**config.mk**
```make
export PLATFORM = sky130hd
export DESIGN_NAME = decode_scoreboard_flat
export DESIGN_NICKNAME = d
export VERILOG_FILES = /design/src/rtl/decode_scoreboard_pkg.sv /design/src/rtl/decode_scoreboard_if.sv /design/src/rtl/decode_scoreboard.sv /design/src/flat_wrapper.sv
export SDC_FILE = /design/constraint.sdc
export NUM_CORES = 1
export LEC_CHECK = 0
export ABC_AREA = 0
export CAP_MARGIN = 40
export CORE_ASPECT_RATIO = 2
export CORE_UTILIZATION = 26
export DETAILED_ROUTE_END_ITERATION = 10
export SKIP_CTS_REPAIR_TIMING = 1
export SLEW_MARGIN = 20
export SYNTH_ARGS = -nofsm -noshare
export SYNTH_HDL_FRONTEND = slang
export SYNTH_SLANG_ARGS = --single-unit
```
**constraint.sdc**
```tcl
create_clock -name clock -period 3.23 [get_ports clock]
set_input_delay 0.323 -clock clock [delete_from_list [all_inputs] [get_ports clock]]
set_output_delay 0.323 -clock clock [all_outputs]
set_load 0.1 [all_outputs]
```
**src/rtl/decode_scoreboard_pkg.sv**
```systemverilog
// Shared definitions for the decode scoreboard: register-file geometry,
// the scoreboard FSM state encoding and a saturating-counter helper.
package decode_scoreboard_pkg;

  localparam int REG_ADDR_W  = 5;
  localparam int REG_COUNT   = 32;
  localparam int STALL_CNT_W = 16;

  // FLUSH lasts this value + 1 cycles
  localparam logic [1:0] FLUSH_LEN_M1 = 2'd1;

  typedef logic [REG_ADDR_W-1:0] reg_addr_t;
  typedef logic [REG_COUNT-1:0]  reg_vec_t;

  typedef enum logic [1:0] {
    SB_RUN   = 2'd0,
    SB_STALL = 2'd1,
    SB_FLUSH = 2'd2
  } sb_state_e;

  function automatic logic [STALL_CNT_W-1:0] sat_inc16(input logic [STALL_CNT_W-1:0] v);
    logic [STALL_CNT_W-1:0] r;
    if (v == 16'hFFFF) begin
      r = v;
    end else begin
      r = v + 16'd1;
    end
    return r;
  endfunction

endpackage

```
**src/rtl/decode_scoreboard_if.sv**
```systemverilog
// Decode/write-back/exception bundle between the decode stage and the
// scoreboard; the scoreboard uses the slave side.
interface decode_scoreboard_if;
  import decode_scoreboard_pkg::*;

  logic                   issue_valid;
  reg_addr_t              issue_src1_addr;
  reg_addr_t              issue_src2_addr;
  logic                   issue_use_src2;
  reg_addr_t              issue_rd_addr;
  logic                   issue_writes_rd;
  logic                   issue_is_load;
  logic                   wb_valid;
  reg_addr_t              wb_addr;
  logic                   xcpt_valid;
  logic                   stall_decode;
  reg_vec_t               busy_vec;
  logic [STALL_CNT_W-1:0] stall_count;

  modport master (
    output issue_valid, issue_src1_addr, issue_src2_addr, issue_use_src2,
    output issue_rd_addr, issue_writes_rd, issue_is_load,
    output wb_valid, wb_addr, xcpt_valid,
    input  stall_decode, busy_vec, stall_count
  );

  modport slave (
    input  issue_valid, issue_src1_addr, issue_src2_addr, issue_use_src2,
    input  issue_rd_addr, issue_writes_rd, issue_is_load,
    input  wb_valid, wb_addr, xcpt_valid,
    output stall_decode, busy_vec, stall_count
  );

endinterface

```
**src/rtl/decode_scoreboard.sv**
```systemverilog
// Register scoreboard for the decode stage: tracks pending writes, stalls on
// RAW hazards and flushes on exceptions. DECODE_SCOREBOARD_BYPASS_EN enables ALU bypass.
module decode_scoreboard
  import decode_scoreboard_pkg::*;
(
  input logic                clock,
  input logic                reset,
  decode_scoreboard_if.slave sb
);

  sb_state_e              state_q, state_d;
  logic [1:0]             flush_cnt_q, flush_cnt_d;
  reg_vec_t               busy_q, busy_d;
  reg_vec_t               load_q, load_d;
  logic [STALL_CNT_W-1:0] stall_cnt_q, stall_cnt_d;

  reg_vec_t               pend_s;
  logic                   hazard_s;
  logic                   stall_s;
  logic                   accept_s;

  // Which registers count as not-yet-available to a consumer
  always_comb begin
`ifdef DECODE_SCOREBOARD_BYPASS_EN
    pend_s = busy_q & load_q;
`else
    pend_s = busy_q;
`endif
  end

  // RAW hazard comparator; same-cycle write-backs are deliberately ignored
  always_comb begin
    hazard_s = 1'b0;
    if (sb.issue_valid) begin
      hazard_s = pend_s[sb.issue_src1_addr] |
                 (sb.issue_use_src2 & pend_s[sb.issue_src2_addr]);
    end else begin
      hazard_s = 1'b0;
    end
  end

  // Stall request and issue acceptance
  always_comb begin
    stall_s  = hazard_s | (state_q == SB_FLUSH);
    accept_s = sb.issue_valid & ~stall_s;
  end

  // Busy/load next state: flush beats everything, a set beats a clear
  always_comb begin
    busy_d = busy_q;
    load_d = load_q;
    if (sb.xcpt_valid) begin
      busy_d = {REG_COUNT{1'b0}};
      load_d = {REG_COUNT{1'b0}};
    end else begin
      if (sb.wb_valid) begin
        busy_d[sb.wb_addr] = 1'b0;
        load_d[sb.wb_addr] = 1'b0;
      end else begin
        busy_d = busy_q;
      end
      if (accept_s && sb.issue_writes_rd) begin
        busy_d[sb.issue_rd_addr] = 1'b1;
        load_d[sb.issue_rd_addr] = sb.issue_is_load;
      end else begin
        load_d = load_d;
      end
    end
  end

  // FSM next state and flush countdown
  always_comb begin
    state_d     = state_q;
    flush_cnt_d = flush_cnt_q;
    if (sb.xcpt_valid) begin
      state_d     = SB_FLUSH;
      flush_cnt_d = FLUSH_LEN_M1;
    end else begin
      case (state_q)
        SB_RUN, SB_STALL: begin
          state_d     = hazard_s ? SB_STALL : SB_RUN;
          flush_cnt_d = 2'd0;
        end
        SB_FLUSH: begin
          if (flush_cnt_q != 2'd0) begin
            flush_cnt_d = flush_cnt_q - 2'd1;
          end else begin
            state_d     = SB_RUN;
            flush_cnt_d = 2'd0;
          end
        end
        default: begin
          state_d     = SB_RUN;
          flush_cnt_d = 2'd0;
        end
      endcase
    end
  end

  // Saturating stalled-cycle counter
  always_comb begin
    if (stall_s) begin
      stall_cnt_d = sat_inc16(stall_cnt_q);
    end else begin
      stall_cnt_d = stall_cnt_q;
    end
  end

  // State registers
  always_ff @(posedge clock or negedge reset) begin
    if (!reset) begin
      state_q     <= SB_RUN;
      flush_cnt_q <= 2'd0;
      busy_q      <= {REG_COUNT{1'b0}};
      load_q      <= {REG_COUNT{1'b0}};
      stall_cnt_q <= 16'd0;
    end else begin
      state_q     <= state_d;
      flush_cnt_q <= flush_cnt_d;
      busy_q      <= busy_d;
      load_q      <= load_d;
      stall_cnt_q <= stall_cnt_d;
    end
  end

  assign sb.stall_decode = stall_s;
  assign sb.busy_vec     = busy_q;
  assign sb.stall_count  = stall_cnt_q;

endmodule

```
**src/flat_wrapper.sv**
```systemverilog
// flat-port wrapper written by rule: the top's interface ports become plain ports
module decode_scoreboard_flat import decode_scoreboard_pkg::*;
  (clock, reset, sb_issue_valid, sb_issue_src1_addr, sb_issue_src2_addr, sb_issue_use_src2, sb_issue_rd_addr, sb_issue_writes_rd, sb_issue_is_load, sb_wb_valid, sb_wb_addr, sb_xcpt_valid, sb_stall_decode, sb_busy_vec, sb_stall_count);
  decode_scoreboard_if sb_i ();
  input logic clock;
  input logic reset;
  input wire logic [$bits(sb_i.issue_valid)-1:0] sb_issue_valid;
  input wire logic [$bits(sb_i.issue_src1_addr)-1:0] sb_issue_src1_addr;
  input wire logic [$bits(sb_i.issue_src2_addr)-1:0] sb_issue_src2_addr;
  input wire logic [$bits(sb_i.issue_use_src2)-1:0] sb_issue_use_src2;
  input wire logic [$bits(sb_i.issue_rd_addr)-1:0] sb_issue_rd_addr;
  input wire logic [$bits(sb_i.issue_writes_rd)-1:0] sb_issue_writes_rd;
  input wire logic [$bits(sb_i.issue_is_load)-1:0] sb_issue_is_load;
  input wire logic [$bits(sb_i.wb_valid)-1:0] sb_wb_valid;
  input wire logic [$bits(sb_i.wb_addr)-1:0] sb_wb_addr;
  input wire logic [$bits(sb_i.xcpt_valid)-1:0] sb_xcpt_valid;
  output wire logic [$bits(sb_i.stall_decode)-1:0] sb_stall_decode;
  output wire logic [$bits(sb_i.busy_vec)-1:0] sb_busy_vec;
  output wire logic [$bits(sb_i.stall_count)-1:0] sb_stall_count;
  assign sb_i.issue_valid = sb_issue_valid;
  assign sb_i.issue_src1_addr = sb_issue_src1_addr;
  assign sb_i.issue_src2_addr = sb_issue_src2_addr;
  assign sb_i.issue_use_src2 = sb_issue_use_src2;
  assign sb_i.issue_rd_addr = sb_issue_rd_addr;
  assign sb_i.issue_writes_rd = sb_issue_writes_rd;
  assign sb_i.issue_is_load = sb_issue_is_load;
  assign sb_i.wb_valid = sb_wb_valid;
  assign sb_i.wb_addr = sb_wb_addr;
  assign sb_i.xcpt_valid = sb_xcpt_valid;
  assign sb_stall_decode = sb_i.stall_decode;
  assign sb_busy_vec = sb_i.busy_vec;
  assign sb_stall_count = sb_i.stall_count;
  decode_scoreboard u_core (.clock(clock), .reset(reset), .sb(sb_i));
endmodule
```
==> impl_metrics.tcl, run 1 <==
set metrics [dict create \
    clock_latency_ns 0.30 \
    worstReg2RegEnd "u_core.sb.stall_count[1]$_DFFE_PN0P_" \
    synth-edff-count 0 \
    peakVddDrop_uv 601.0 \
    start_util_pct 26.86 \
    max_freq_mhz 334.5 \
    io_buffers 75 \
    slew_headroom_pct 43.09 \
    final_common_cell "clkdlybuf4s50_1" \
    timing.hold.ws_ns 0.01728 \
    antenna_left 0 \
    synth_top_area_share_pct 42.41 \
    wl_microns 10430 \
    drc 0 \
    synth-async-reset-ratio_pct 100.0 \
    ys_ff_latch 52 \
    tritoncts "built" \
    synth_nets 338 \
    antenna_found_initial 0 \
    startpoint_type "primary input" \
    skew_ns 0.007840 \
    die_area_sq_um 12260 \
    cts.path.max_buffers 2 \
    synth_area_sq_um 3068 \
    cp_max_fo 3 \
    rows 55 \
    required_ns 2.91 \
    die_w_microns 78.81 \
    worstReg2RegStart "u_core.sb.busy_vec[19]$_DFF_PN0_" \
    yosys-top-cells-area "dfrtp_1 (42%), mux4_2 (9.5%), nand3_1 (5.9%), o21ai_0 (5.5%), a21oi_1 (5.2%)" \
    n_antenna_cell 0 \
    worst_pin_slew_ns 0.8519 \
    place_congestion 0.9622 \
    leakage_nw 1.926 \
    critPathKind "in2out" \
    arrival_ns 2.67 \
    fin_tns_setup_ns 0 \
    yosysTopAreaCell "dfrtp_1" \
    end_kind "output port" \
    finalHoldViolCount 0 \
    yosys_warnings 0 \
    h-tree-depth 2 \
    numClockSinks 52 \
    cts_root_buffer "clkbuf_16" \
    post-route-period-util_pct 92.55 \
    fin_crit_ns 2.989 \
    syn_inst 309 \
    vias 3050 \
    worstRegToRegCells 7 \
    final_cell_mix "clkdlybuf4s50_1 (71), dfrtp_1 (52), buf_8 (45), nand3_1 (36), o21ai_0 (34)" \
    drv_slew 0 \
    outcome "finished clean" \
    die_y_microns 155.6 \
    fillers 1108 \
    area_growth_pct 58.89 \
    grt_use_total_pct 17.78 \
    grt_max_degree 37 \
    viasPerCell 5.286 \
    drtIter0Drc 135 \
    synth_cell_types 46 \
    p_per_area_nw_per_um2 460.3 \
    maxCapViolCount 0 \
    reg2reg_setup_slack_ns 0.74 \
    grt_pass1_vias 3122 \
    ios 77 \
    fin_nets 463 \
    dr.pass1.iters 4 \
    wire_per_inst_microns 18.07 \
    hold_class "in2async" \
    clkTransAtPathRegs_ns 0.06 \
    setup_viol 0 \
    synth-main-ff-cell "dfrtp_1" \
    drive_gt1_share_pct 22.07 \
    fin_total_pwr_w 0.002244 \
    rsz0062_at_grt "false" \
    dp_hpwl_microns 8260 \
    cts_buffers 5 \
    grt-ovfl-total 0 \
    ys_seq_area_share_pct 42.41 \
    avgSynthCellArea_sq_um 9.929 \
    core_area_sq_um 11420 \
    grt_first_pass_wirelength_microns 16370 \
]
[power by group]
part / switching, W / internal, W / leakage [nW]
clock network: 0.000241 / 0.000290 / 0.0681
logic: 0.000594 / 0.000350 / 1.15
registers: 0.0000624 / 0.000706 / 0.704
total: 0.000897 / 0.00135 / 1.93
[flip-flops by register name, summed over array words and instances (netlist names)]
| signal | cells |
|---|---|
| u_core.flush_cnt_q | 2 |
| u_core.sb.busy_vec | 32 |
| u_core.state_q | 2 |
| u_core.sb.stall_count | 16 |
[worst max-delay path by stage]
stage	startpoint	to
4_1_cts	sb_issue_src1_addr[0]	sb_stall_decode
3_3_place_gp	sb_issue_src1_addr[0]	sb_stall_decode
6_report	sb_issue_src1_addr[2]	sb_stall_decode
5_1_grt	sb_issue_src1_addr[0]	sb_stall_decode
3_5_place_dp	sb_issue_src2_addr[1]	u_core.sb.stall_count[15]$_DFFE_PN0P_
2_1_floorplan	u_core.sb.busy_vec[7]$_DFF_PN0_	sb_stall_decode
[routing by layer]
metal  wire, microns  vias up  track usage (%)
li1                -     1400                -
met1            3530     1462            18.17
met2            5833      157            33.42
met3             589       31            2.924
met4             475        0            9.697
met5               0        -                0
[synth_stat cells (all sizes together), types with 4 or more instances]
master   n
mux2i    9
a21oi   32
o21ai   36
nand4    4
nand2b   9
dfrtp   52
nand2   12
mux4    13
buf      9
clkbuf   7
xor2     9
nand3   36
or3b     4
nand3b   6
nor2    22
xnor2    4
nor3     6
[cell families after synthesis]
group / Yosys count / synth area share [%]
AND/OR/NAND/NOR: 117 / 21.17
AO/OA/AOI/OAI: 82 / 15.25
flip-flops: 52 / 42.41
multiplexers: 25 / 13.58
buffers and inverters: 19 / 3.466
XOR/XNOR: 13 / 3.711
adder cells (fa/ha/maj): 1 / 0.4078
[layout make-up]
cell class,count,area [sq um],share of cell area (%)
Multi-Input combinational cell,238,1667,34.19
Timing Repair Buffer,134,1577,32.34
Sequential cell,52,1301,26.69
Tap cell,142,177.7,3.645
Clock buffer,7,132.6,2.721
Inverter,3,11.26,0.2310
Clock inverter,1,8.758,0.1797
[stage by stage]
step / std cells / cell area, sq um / setup slack [ns] / utilization, %
floorplan: 309 / 3068 / 0.1226 / -
global placement: 522 / 4004 / 0.2148 / 35.05
detailed placement: 568 / 4707 / 0.2094 / 41.20
CTS: 576 / 4848 / 0.2204 / 42.44
global route: 577 / 4875 / 0.02871 / 42.67
finish: 577 / 4875 / 0.2407 / 42.67
[critical path: stages]
cell,delay (ns)
clkdlybuf4s50_1,0.55
mux4_2,0.56
or3b_1,0.36
o311ai_1,0.11
o32ai_2,0.19
o21ai_0,0.24
nand2_1,0.14
buf_12,0.19
(Power assumes the default switching activity.)
==> run 2: changes to the inputs <==
CTS_BUF_LIST = sky130_fd_sc_hd__clkbuf_8 sky130_fd_sc_hd__clkbuf_16   (was default)
==> run 2 against run 1 <==
Against the previous run: critical path depth is the same; via count rose by 0.20%; largest cell class unchanged; total power down 0.17%; die area is the same.
==> impl_metrics.tcl, run 2 (synthesis results as in run 1) <==
set metrics [dict create \
    outcome "finished clean" \
    rows 55 \
    die_area_sq_um 12260 \
    dr.pass1.iters 4 \
    critical_path.startpoint "sb_issue_src1_addr[2]" \
    clkTransAtPathRegs_ns 0.06 \
    worstReg2RegStart "u_core.sb.busy_vec[19]$_DFF_PN0_" \
    m1WireLength_microns 3588 \
    rsz0062_at_grt "false" \
    antenna_found_initial 0 \
    p_per_area_nw_per_um2 459.5 \
    maxCapViolCount 0 \
    fin_tns_setup_ns 0 \
    start_util_pct 26.86 \
    grt_first_pass_wirelength_microns 16370 \
    end_kind "output port" \
    leakage_nw 1.934 \
    cts_root_buffer "clkbuf_16" \
    largest_register_ffs 32 \
    fin_crit_ns 2.992 \
    cts.path.max_buffers 2 \
    wire_per_inst_microns 18.10 \
    tritoncts "built" \
    drc 0 \
    max_freq_mhz 334.2 \
    crit_path_end "sb_stall_decode" \
    worstRegToRegCells 7 \
    vias 3056 \
    peakVddDrop_uv 600.4 \
    viasPerCell 5.296 \
    final_common_cell "clkdlybuf4s50_1" \
    drtIter0Drc 140 \
    area_growth_pct 58.89 \
    skew_ns 0.008566 \
    final_cell_mix "clkdlybuf4s50_1 (71), dfrtp_1 (52), buf_8 (45), nand3_1 (36), o21ai_0 (34)" \
    grt_max_degree 37 \
    cts_buffers 5 \
    timing.hold.ws_ns 0.01701 \
    ios 77 \
    cp_max_fo 3 \
    worstReg2RegEnd "u_core.sb.stall_count[1]$_DFFE_PN0P_" \
    finalNonFillerCells 577 \
    drive_gt1_share_pct 22.07 \
    hold_class "in2async" \
    required_ns 2.91 \
    wl_met2_microns 5823 \
    reg2reg_setup_slack_ns 0.74 \
    clock_latency_ns 0.30 \
    core_area_sq_um 11420 \
    dp_hpwl_microns 8260 \
    die_w_microns 78.81 \
    finalHoldViolCount 0 \
    grt_use_total_pct 17.78 \
    grt-ovfl-total 0 \
    place_congestion 0.9622 \
    drv_slew 0 \
    grt_pass1_vias 3122 \
    dpl_worst_slack_ns 0.2094 \
    met3_length_microns 577 \
    startpoint_type "primary input" \
    worst_pin_slew_ns 0.8474 \
    die_y_microns 155.6 \
    antenna_left 0 \
    post-route-period-util_pct 92.63 \
    highest_layer "met4" \
    fin_nets 463 \
    dp.cells 568 \
    n_antenna_cell 0 \
    h-tree-depth 2 \
    io_buffers 75 \
    numClockSinks 52 \
    setup_viol 0 \
    critPathKind "in2out" \
    wl_microns 10450 \
    arrival_ns 2.67 \
    setup_ws_ns 0.2382 \
    slew_headroom_pct 43.39 \
]
## run 2: metal layers
layer  global-route usage [%]  up-vias
li1                         -     1401
met2                    33.42      161
met1                    18.17     1464
met4                    9.697        0
met5                        0        -
met3                    2.924       30
## run 2: layout make-up
type	count	area [sq um]
inverter	3	11.26
timing repair buffer	134	1577
fill	1108	6549
sequential	52	1301
clock inverter	3	16.27
multi-input combinational	238	1667
tap	142	177.7
clock buffer	5	125.1
## run 2: worst max-delay path, stage by stage
cell             delay [ns]
clkdlybuf4s50_1        0.55
mux4_2                 0.56
or3b_1                 0.36
o311ai_1               0.11
o32ai_2                0.19
o21ai_0                0.24
nand2_1                0.14
buf_12                 0.19
## run 2: report_power, final
group	switching, W	internal (W)	leakage, nW	total, W
Combinational	0.000594	0.000350	1.15	0.000945
Clock	0.000243	0.000284	0.0764	0.000527
Sequential	0.0000624	0.000706	0.704	0.000769
## run 2: worst min-delay path by stage
stage | start | endpoint | slack, ns | depth (start not counted)
after global placement | reset | u_core.sb.stall_count[6]$_DFFE_PN0P_ | 0.45 | 1
final | reset | u_core.sb.stall_count[5]$_DFFE_PN0P_ | 0.02 | 2
after global routing | reset | u_core.sb.stall_count[6]$_DFFE_PN0P_ | 0.03 | 2
after detailed placement | reset | u_core.sb.stall_count[5]$_DFFE_PN0P_ | 0.46 | 1
after CTS | reset | u_core.sb.stall_count[5]$_DFFE_PN0P_ | 0.15 | 1
after floorplan | reset | u_core.flush_cnt_q[0]$_DFF_PN0_ | 0.03 | 0
## run 2: metrics by stage
stage	cell area, sq um	power (W)	utilization [%]
final	4875	0.002240	42.67
after global routing	4875	0.002331	42.67
after CTS	4848	0.002261	42.44
after detailed placement	4707	0.001728	41.20
after global placement	4004	0.001545	35.05
after floorplan	3068	0.001328	-
